File: config.mk
export PLATFORM = sky130hd
export DESIGN_NAME = rotor_stepper
export DESIGN_NICKNAME = d
export VERILOG_FILES = /design/src/rtl/rotor_pkg.sv /design/src/rtl/rotor_cell.sv /design/src/rtl/rotor_stepper.sv
export SDC_FILE = /design/constraint.sdc
export NUM_CORES = 1
export LEC_CHECK = 0
export ABC_AREA = 1
export CAP_MARGIN = 10
export CORE_MARGIN = 2
export CORE_UTILIZATION = 25
export DETAILED_ROUTE_END_ITERATION = 10
export SETUP_SLACK_MARGIN = 0.5
export SYNTH_ARGS = -nofsm -noshare
export SYNTH_HDL_FRONTEND = slang
export SYNTH_SLANG_ARGS = --single-unit
File: constraint.sdc
create_clock -name clk -period 3.7 [get_ports clk]
set_input_delay 0.74 -clock clk [delete_from_list [all_inputs] [get_ports clk]]
set_output_delay 0.74 -clock clk [all_outputs]
set_load 0.005 [all_outputs]
File: src/rtl/rotor_pkg.sv
// Shared types and defaults for the rotor stepping block.
package rotor_pkg;

    typedef enum logic [1:0] {
        IDLE = 2'd0,
        RUN  = 2'd1,
        DONE = 2'd2
    } state_t;

    typedef enum logic {
        MODE_ODO    = 1'b0,
        MODE_ENIGMA = 1'b1
    } mode_t;

    localparam int unsigned DEF_MOD   = 26;
    localparam int unsigned DEF_W     = 5;
    // Rotors I/II/III right to left: field 0 = V(21), 1 = E(4), 2 = Q(16)
    localparam logic [3*DEF_W-1:0] DEF_NOTCH = {5'd16, 5'd4, 5'd21};

endpackage

File: src/rtl/rotor_cell.sv
// One modulo-MOD rotor position register with step, direction, load and clear.
module rotor_cell #(
    parameter int unsigned    MOD   = 26,
    parameter int unsigned    W     = $clog2(MOD),
    parameter logic [W-1:0]   NOTCH = '0
) (
    input  logic         clk,
    input  logic         clear,
    input  logic         step,
    input  logic         dir,
    input  logic         load,
    input  logic [W-1:0] load_val,
    output logic [W-1:0] pos,
    output logic         at_max,
    output logic         at_zero,
    output logic         at_notch
);

    localparam logic [W-1:0] MAX   = W'(MOD - 1);
    localparam logic [W:0]   MOD_X = (W+1)'(MOD);

    logic load_ok;

    assign load_ok  = ({1'b0, load_val} < MOD_X);
    assign at_max   = (pos == MAX);
    assign at_zero  = (pos == '0);
    assign at_notch = (pos == NOTCH);

    // Out-of-range load values collapse to 0 so the register never leaves 0..MOD-1.
    always_ff @(posedge clk) begin
        if (clear) begin
            pos <= '0;
        end else if (load) begin
            pos <= load_ok ? load_val : '0;
        end else if (step) begin
            if (dir)
                pos <= at_zero ? MAX : pos - W'(1);
            else
                pos <= at_max ? '0 : pos + W'(1);
        end
    end

endmodule

File: src/rtl/rotor_stepper.sv
// Chain of NUM_ROTORS mod-MOD rotors stepped in bursts, odometer or Enigma style.
module rotor_stepper
    import rotor_pkg::*;
#(
    parameter int unsigned                NUM_ROTORS = 3,
    parameter int unsigned                MOD        = DEF_MOD,
    parameter int unsigned                W          = $clog2(MOD),
    parameter int unsigned                CNT_W      = 8,
    parameter logic [NUM_ROTORS*W-1:0]    NOTCH_POS  = DEF_NOTCH
) (
    input  logic                    clk,
    input  logic                    rst,
    input  logic                    mode,
    input  logic                    dir,
    input  logic                    start,
    input  logic [CNT_W-1:0]        step_cnt,
    input  logic                    load,
    input  logic [NUM_ROTORS*W-1:0] load_pos,
    output logic [NUM_ROTORS*W-1:0] pos,
    output logic                    busy,
    output logic                    done,
    output logic                    wrap,
    output logic                    load_err
);

    localparam logic [W:0] MOD_X = (W+1)'(MOD);

    state_t             state;
    mode_t              mode_q;
    logic               dir_q;
    logic [CNT_W-1:0]   remaining;

    logic [NUM_ROTORS-1:0] at_max;
    logic [NUM_ROTORS-1:0] at_zero;
    logic [NUM_ROTORS-1:0] at_notch;
    logic [NUM_ROTORS-1:0] step_en;
    logic [NUM_ROTORS-1:0] cell_step;
    logic                  chain_max;
    logic                  chain_zero;
    logic                  step_now;
    logic                  fwd;
    logic                  last_wrap;
    logic                  any_bad;

    for (genvar g = 0; g < NUM_ROTORS; g++) begin : g_cell
        rotor_cell #(
            .MOD   (MOD),
            .W     (W),
            .NOTCH (NOTCH_POS[g*W +: W])
        ) u_cell (
            .clk      (clk),
            .clear    (rst),
            .step     (cell_step[g]),
            .dir      (!fwd),
            .load     (load),
            .load_val (load_pos[g*W +: W]),
            .pos      (pos[g*W +: W]),
            .at_max   (at_max[g]),
            .at_zero  (at_zero[g]),
            .at_notch (at_notch[g])
        );
    end

    // All decisions use pre-step positions; the last rotor never double-steps.
    always_comb begin
        step_en    = '0;
        step_en[0] = 1'b1;
        chain_max  = 1'b1;
        chain_zero = 1'b1;
        for (int unsigned i = 1; i < NUM_ROTORS; i++) begin
            chain_max  = chain_max  && at_max[i-1];
            chain_zero = chain_zero && at_zero[i-1];
            if (mode_q == MODE_ENIGMA)
                step_en[i] = at_notch[i-1] || ((i + 1 < NUM_ROTORS) && at_notch[i]);
            else if (dir_q)
                step_en[i] = chain_zero;
            else
                step_en[i] = chain_max;
        end
    end

    always_comb begin
        fwd       = (mode_q == MODE_ENIGMA) || !dir_q;
        step_now  = (state == RUN) && !load;
        cell_step = step_now ? step_en : '0;
        last_wrap = step_now && step_en[NUM_ROTORS-1]
                    && (fwd ? at_max[NUM_ROTORS-1] : at_zero[NUM_ROTORS-1]);
        any_bad   = 1'b0;
        for (int unsigned i = 0; i < NUM_ROTORS; i++) begin
            if ({1'b0, load_pos[i*W +: W]} >= MOD_X)
                any_bad = 1'b1;
        end
    end

    // busy/done trail the state by one cycle; a load suppresses both immediately.
    always_ff @(posedge clk) begin
        if (rst) begin
            state     <= IDLE;
            mode_q    <= MODE_ODO;
            dir_q     <= 1'b0;
            remaining <= '0;
            busy      <= 1'b0;
            done      <= 1'b0;
            wrap      <= 1'b0;
            load_err  <= 1'b0;
        end else begin
            wrap     <= last_wrap;
            load_err <= load && any_bad;
            busy     <= !load && (state != IDLE);
            done     <= !load && (state == DONE);
            if (load) begin
                state <= IDLE;
            end else begin
                case (state)
                    IDLE: begin
                        if (start) begin
                            mode_q    <= mode_t'(mode);
                            dir_q     <= dir;
                            remaining <= step_cnt;
                            state     <= (step_cnt != '0) ? RUN : DONE;
                        end
                    end
                    RUN: begin
                        remaining <= remaining - CNT_W'(1);
                        if (remaining == CNT_W'(1))
                            state <= DONE;
                    end
                    DONE:    state <= IDLE;
                    default: state <= IDLE;
                endcase
            end
        end
    end

endmodule

==> results of run 1 <==
[how the worst max path moves through the flow]
stage,from,end,slack (ns)
finish,g_cell[0].u_cell.pos[2]$_SDFFE_PP0P_,pos[2],1.49
global route,load,state[1]$_SDFFE_PP0P_,1.40
CTS,g_cell[0].u_cell.pos[2]$_SDFFE_PP0P_,pos[2],1.47
detailed placement,load,state[1]$_SDFFE_PP0P_,1.28
global placement,load,state[1]$_SDFFE_PP0P_,1.30
floorplan,g_cell[1].u_cell.pos[0]$_SDFFE_PP0P_,g_cell[2].u_cell.pos[1]$_SDFFE_PP0P_,2.17
[final cells by class]
type                       count  area (µm²)  area share [%]
clock buffer                   5        68.8            2.14
clock inverter                 3        43.8            1.36
inverter                      48         180            5.59
multi-input combinational    308        1660            51.4
sequential                    31         621            19.3
tap                          133         166            5.17
timing repair buffer          49         485            15.1
[report_power, final]
group          internal [mW]  switching, mW
combinational          0.132          0.168
sequential             0.355         0.0358
clock                  0.201          0.142
[routing by layer]
metal | GRT usage (%) | part of all wire, %
met5 | 0 | 0
met4 | 2.95 | 0.45
met3 | 3.43 | 5.7
met2 | 20.0 | 44
met1 | 17.5 | 50
[tightest hold or removal path: cells and delay by family, from the launching register on]
family | cells | cell delay (ns)
AOI/OAI and AO/OA | 1 | 0.05
DFF | 1 | 0.33
and+or+nand+nor | 1 | 0.06
[Yosys cell counts (all sizes together)]
cell type  instances  area [µm²]
nand2            102         440
xor2               6        52.6
a32o               1        10.0
nand4             10        62.6
clkbuf             1        3.75
o211ai             4        30.0
and2               1        6.26
xnor2              2        17.5
o221ai             1        8.76
a31oi              3        18.8
buf               10        68.8
o31ai              1        7.51
a21boi             1        7.51
nand3b             3        22.5
nor2              61         273
dfxtp             31         621
nand3             42         225
a21oi             25         133
nor3               5        25.0
inv               48         180
o21ai             24         120
ha                12         150
a211oi             4        45.1
[sequential cells by signal, summed over array words and instances (netlist names)]
signal	flops
remaining	8
state	2
mode_q	1
g_cell.u_cell.pos	15
wrap	1
dir_q	1
load_err	1
done	1
busy	1
[logic make-up after synthesis]
| logic type | count (synthesis) |
|---|---|
| and+or+nand+nor | 224 |
| AOI/OAI and AO/OA | 64 |
| buffers and inverters | 59 |
| xor gates and xnor gates | 8 |
| adders and majority gates | 12 |
| DFF | 31 |
==> metrics.md, run 1 <==
| Metric | Value |
|---|---|
| Deepest clock path buffer count | `2` |
| R2R Path End | `g_cell[2].u_cell.pos[1]$_SDFFE_PP0P_` |
| Synth Area in Simple Gates | `41.7%` |
| Main combinational cell family by area after synthesis | `simple AND/OR/NAND/NOR gates` |
| Count of synthesis-stage warnings from yosys | `0` |
| Fin cells | `slightly below 600` |
| Antenna diode instance count | `0` |
| Number of resized instances in the post-cts repair step | `0` |
| Pleak | `1.44 nW` |
| Clock transition at the registers of the reported paths | `0.08 ns` |
| Worst min path class | `reg -> reg` |
| Pre-CTS WS | `1.28 ns` |
| H-Tree Depth | `2` |
| Final setup violation count | `0` |
| Initial standard-cell utilization of the core | `25.9%` |
| Multiplexer fraction of the synthesized cell area | `0%` |
| Count of different cell masters after synthesis | `34` |
| Layout cell share with drive strength beyond 1 | `10.1%` |
| Measured slew at the worst slew-check pin | `0.516 ns` |
| FF-to-FF Start | `g_cell[1].u_cell.pos[0]$_SDFFE_PP0P_` |
| Drt first-iter violations | `157` |
| Core area | `9770 µm²` |
| Final routed DRC violation total | `0` |
| Post-detailed-routing wire length | `6820 µm` |
| Commonest cells after routing, fill and taps aside | `nand2_1, nor2_1, clkdlybuf4s50_1` |
| Largest net degree at the start of global routing | `25` |
| Run status | `complete, no violations` |
| Critical path data arrival time | `1.47 ns` |
| Input/output buffers | `47` |
| Top-Level Pins | `48` |
| Setup Fix Bufs, Post-CTS | `0` |
| Clock sinks | `31` |
| Area Overhead vs Synth | `27.4%` |
| Net count of the mapped netlist | `439` |
| Die Y | `105 µm` |
| Setup total negative slack | `0 ns` |
| Setup repair after global routing missed its margin | `false` |
| Flop and latch count out of synthesis | `31` |
| Hold worst-path end | `remaining[6]$_SDFFE_PP0P_` |
| Power, Total | `1.03 mW` |
| Fin Hold WS | `roughly 0.49 ns` |
| Utilization after layout | `32.9%` |
| Syn avg cell area | `6.35 µm²` |
| Die area | `10900 µm²` |
| Power per standard cell area | `321 nW/µm²` |
| Synth Area in Adders | `5.94%` |
| Number of placement rows | `36` |
| Cell family with most CP delay | `flip-flops` |
| Detailed-router iteration count before antenna repair | `4` |
| CP Capture Type | `output pin` |
| Number of hold buffers added after CTS | `0` |
| Number of buffers and inverters on the critical path | `1` |
| Category of the critical setup timing path | `reg -> out` |
| Rel. slew slack | `65.6%` |
| Post-route cell area | `around 3200 µm²` |
| Buffer cell driving the clock tree root | `clkbuf_8` |
| Fill count | `1080` |
| Chain of cells forming the critical path | `clkdlybuf4s50_1` |
| Hold Vio Cnt, Final | `0` |
| Maximum resistive drop on vdd | `190 µV` |
| Commonest non-fill, non-tap cell in the layout | `nand2_1` |
| Number of antenna violations at the first check in global routing | `0` |
| Worst Setup Slack, final | `between 1 and 1.5 ns` |
| GRT Overall Usage | `between 10% and 20%` |
| Routed via count | `2706` |
| CTS tree | `yes` |
| Clock skew | `between 0.008 and 0.009 ns` |
| Number of placed instances, taps included | `569` |
| Hold Crit Depth | `2` |
| Max-Cap Viols | `0` |
| Slowest cell on the critical path | `dfxtp_1` |
| Seq/Total Area, Yosys | `between 20% and 30%` |
| Parity-gate share of the synthesized area counting xor and xnor cells | `approximately 2.8%` |
| Fraction of the mapped netlist area in compound gates | `15.0%` |
| Weighted congestion at the end of routability-driven global placement | `about 0.85` |
| Worst Reg2Reg Path Length in Cells | `13` |
| Clk_lat worst skew | `0.28 ns` |
| Instance count of the mapped netlist | `398` |
| Crit-path max FO | `9` |
| CTS Buf Count | `5` |
| Sum of net half-perimeters after detailed placement | `5200 µm` |
| Category of the worst setup path launch point | `register` |
| Fin crit share | `59.7%` |
| Via density | `4.69` |
| Worst path max stage delay | `between 0.5 and 0.6 ns` |
| Via count of the first global-routing pass | `2510` |
| First-pass GRT wire length | `roughly 12000 µm` |
| Number of pins with negative max-slew slack in the final report | `0` |
| Average wire length per cell after detail routing | `11.8 µm` |
| Min-Delay Startpoint | `remaining[6]$_SDFFE_PP0P_` |
| Worst path depth | `1` |
| Timing-limited maximum frequency | `452 MHz` |
| Tmin final | `2.21 ns` |
| Summed instance area of the synthesized netlist | `roughly 2500 µm²` |
| Number of nets with antenna violations after detailed routing | `0` |
| Placed inst area | `3110 µm²` |
| Reg2Reg Setup Slack | `1.91 ns` |
| Remaining global-route overflow | `0` |
| X dimension of the die | `105 µm` |
| Data required, critical path | `2.96 ns` |
| Post-layout nets | `484` |
No activity file was read; power rests on OpenSTA's default activity.
==> run 2: changes to the inputs <==
==> constraint.sdc (replaced) <==
create_clock -name clk -period 2 [get_ports clk]
set_input_delay 0.4 -clock clk [delete_from_list [all_inputs] [get_ports clk]]
set_output_delay 0.4 -clock clk [all_outputs]
set_load 0.005 [all_outputs]
==> run 2 against run 1 <==
Against the previous run: worst hold slack about the same; cell area increased by 16%; sequential cell count did not move; global-route usage increased by 1.1 points; utilization increased by 5.3 points; sequential power grew 79%; sequential share of layout area fell by 1.2 points; final cell count grew 6.4%; setup slack got worse by 1.0 ns; non-clock buffer count grew 38; clock-buffer cell count up 1; die area unchanged; highest routed layer unchanged.
==> metrics.md, run 2 (same netlist as run 1, synthesis figures left out) <==
| Metric | Value |
|---|---|
| Weighted congestion at the end of routability-driven global placement | `0.841 (was 0.850)` |
| Via density | `4.61 (was 4.69)` |
| Remaining global-route overflow | `0 (unchanged)` |
| Data required, critical path | `2.21 ns (was 2.96 ns)` |
| Clock sinks | `31 (unchanged)` |
| Pleak | `1.77 nW (was 1.44 nW)` |
| Setup repair after global routing missed its margin | `true (was false)` |
| Deepest clock path buffer count | `2 (unchanged)` |
| Proportion of total power due to net switching | `35.7% (was 33.4%)` |
| Slowest cell on the critical path | `dfxtp_4 (was dfxtp_1)` |
| Post-detailed-routing wire length | `7840 µm (was 6820 µm)` |
| Number of hold buffers added after CTS | `0 (unchanged)` |
| Commonest cells after routing, fill and taps aside | `nand2_1, nor2_1, nand3_1 (was nand2_1, nor2_1, clkdlybuf4s50_1)` |
| Final setup violation count | `0 (unchanged)` |
| GRT Overall Usage | `13.8% (was 12.8%)` |
| Category of the worst setup path launch point | `register (unchanged)` |
| Clock skew | `0.00597 ns (was 0.00886 ns)` |
| Timing-limited maximum frequency | `653 MHz` |
| Tmin final | `1.53 ns` |
| Sum of net half-perimeters after detailed placement | `5540 µm (was 5200 µm)` |
| X dimension of the die | `105 µm (unchanged)` |
| Worst path max stage delay | `0.36 ns (was 0.59 ns)` |
| CP Capture Type | `register (was output pin)` |
| Critical path data arrival time | `1.74 ns (was 1.47 ns)` |
| Final routed DRC violation total | `0 (unchanged)` |
| Input/output buffers | `47 (unchanged)` |
| Number of antenna violations at the first check in global routing | `0 (unchanged)` |
| Largest register by flop count | `g_cell.u_cell.pos (unchanged)` |
| First-pass GRT wire length | `12600 µm (was 11700 µm)` |
| Leading registers by flop count | `g_cell.u_cell.pos x15, remaining x8, state x2 (unchanged)` |
| Run status | `complete, no violations (unchanged)` |
| Hold Vio Cnt, Final | `0 (unchanged)` |
| Routed via count | `2832 (was 2706)` |
| Drt first-iter violations | `160 (was 157)` |
| Crit-path max FO | `5 (was 9)` |
| Clock transition at the registers of the reported paths | `0.07 ns (was 0.08 ns)` |
| Pre-CTS WS | `0.109 ns (was 1.28 ns)` |
| Number of placement rows | `36 (unchanged)` |
| Measured slew at the worst slew-check pin | `0.301 ns (was 0.516 ns)` |
| Relative contribution of combinational cells to total power | `38.0% (was 29.0%)` |
| Detailed-router iteration count before antenna repair | `4 (unchanged)` |
| Number of pins with negative max-slew slack in the final report | `0 (unchanged)` |
| Chain of cells forming the critical path | `inv_4 -> ha_4 -> inv_2 -> nor2_4 -> nand2_2 -> nand2_2 -> nand2_4 -> nor2_4 -> nand2_4 -> buf_4 -> a211oi_2 (was clkdlybuf4s50_1)` |
| Post-layout nets | `522 (was 484)` |
| Placed inst area | `3180 µm² (was 3110 µm²)` |
| Buffer cell driving the clock tree root | `clkbuf_8 (unchanged)` |
| Fill count | `1040 (was 1080)` |
| Via count of the first global-routing pass | `2693 (was 2510)` |
| Setup total negative slack | `0 ns (unchanged)` |
| Power per standard cell area | `528 nW/µm² (was 321 nW/µm²)` |
| Switching Power | `0.704 mW (was 0.345 mW)` |
| Maximum resistive drop on vdd | `285 µV (was 190 µV)` |
| Fin crit share | `between 70% and 80%` |
| Category of the critical setup timing path | `reg -> reg (was reg -> out)` |
| Sequential share of power | `35.4% (was 37.8%)` |
| Clk network pwr share | `26.6% (was 33.2%)` |
| Average wire length per cell after detail routing | `12.8 µm (was 11.8 µm)` |
| Number of nets with antenna violations after detailed routing | `0 (unchanged)` |
| Die Y | `105 µm (unchanged)` |
| Initial standard-cell utilization of the core | `25.9% (unchanged)` |
| Area Overhead vs Synth | `47.7% (was 27.4%)` |
| Worst Setup Slack, final | `0.468 ns (was 1.49 ns)` |
| Total internal power | `1.27 mW (was 0.688 mW)` |
| Worst min path class | `reg -> reg (unchanged)` |
| Antenna diode instance count | `0 (unchanged)` |
| Max-Cap Viols | `0 (unchanged)` |
| Commonest non-fill, non-tap cell in the layout | `nand2_1 (unchanged)` |
| CTS tree | `yes (unchanged)` |
| Clk_lat worst skew | `0.29 ns (was 0.28 ns)` |
| Number of flip-flops in the largest register | `15 (unchanged)` |
| Core area | `9770 µm² (unchanged)` |
| Top-Level Pins | `48 (unchanged)` |
| Rel. slew slack | `79.8% (was 65.6%)` |
| Post-route cell area | `3740 µm² (was 3220 µm²)` |
| Die area | `10900 µm² (unchanged)` |
| CTS Buf Count | `5 (unchanged)` |
| Layout cell share with drive strength beyond 1 | `28.1% (was 10.1%)` |
| Power, Total | `1.97 mW (was 1.03 mW)` |
| Largest net degree at the start of global routing | `19 (was 25)` |
| H-Tree Depth | `2 (unchanged)` |
[run 2: cell types whose count changed in the layout (fill, tap and decap cells not counted), sizes merged]
cell and change:
buf +38, bufinv -1, clkbuf +1, clkdlybuf4s50 -20, clkinv -1, dlygate4sd2 +17
dlymetal6s2s +3
[run 2: critical path, delay by kind of cell (launching register included)]
| kind | cells | cell delay, ns |
|---|---|---|
| adders and majority gates | 1 | 0.12 |
| buffers and inverters | 3 | 0.25 |
| AOI/OAI and AO/OA | 1 | 0.14 |
| and+or+nand+nor | 6 | 0.59 |
| DFF | 1 | 0.36 |
[run 2: cell type report]
cell class                 instances  area (µm²)  area share, %
timing repair buffer              87         776           20.8
sequential                        31         676           18.1
tap                              133         166           4.45
multi-input combinational        308        1830           49.1
clock buffer                       6        82.6           2.21
inverter                          48         198           5.29
clock inverter                     1        5.00          0.134
[run 2: path summary, 6_finish.rpt]
| kind | startpoint | slack (ns) | end | depth (start not counted) |
|---|---|---|---|---|
| worst max-delay path | g_cell[1].u_cell.pos[1]$_SDFFE_PP0P_ | 0.47 | wrap$_SDFF_PP0_ | 11 |
| worst min-delay path | remaining[7]$_SDFFE_PP0P_ | 0.49 | remaining[7]$_SDFFE_PP0P_ | 2 |
| worst max register to register | g_cell[1].u_cell.pos[1]$_SDFFE_PP0P_ | 0.47 | wrap$_SDFF_PP0_ | 11 |
| worst min register to register | remaining[7]$_SDFFE_PP0P_ | 0.49 | remaining[7]$_SDFFE_PP0P_ | 2 |
[run 2: power by group through the flow]
stage	Combinational, mW	Sequential, mW	Clock, mW
after CTS	0.652	0.696	0.531
after detailed placement	0.575	0.736	0
after global placement	0.571	0.735	0
after floorplan	0.385	0.714	0
final	0.751	0.699	0.525
after global routing	0.833	0.705	0.556
[run 2: per-layer routing]
| layer | routed length (µm) | vias to the layer above | GRT usage [%] |
|---|---|---|---|
| li1 | - | 1469 | - |
| met1 | 3450 | 1279 | 17.7 |
| met2 | 3890 | 75 | 23.9 |
| met3 | 421 | 9 | 2.68 |
| met4 | 77 | 0 | 3.62 |
| met5 | 0 | - | 0 |
[run 2: what timing repair did]
item | 4_1_cts | 5_1_grt
gates resized for setup | 56 | 60
gates cloned | 0 | 0
pin swaps | 5 | 26
buffers inserted | 19 | 10
setup endpoints to repair | 30 | 20
[run 2: metrics by stage]
stage	hold slack, ns	util [%]	cells
2_1_floorplan	0.453	-	398
3_3_place_gp	0.469	32.5	578
3_5_place_dp	0.476	32.5	578
4_1_cts	0.487	35.4	604
5_1_grt	0.510	38.2	614
6_report	0.487	38.2	614
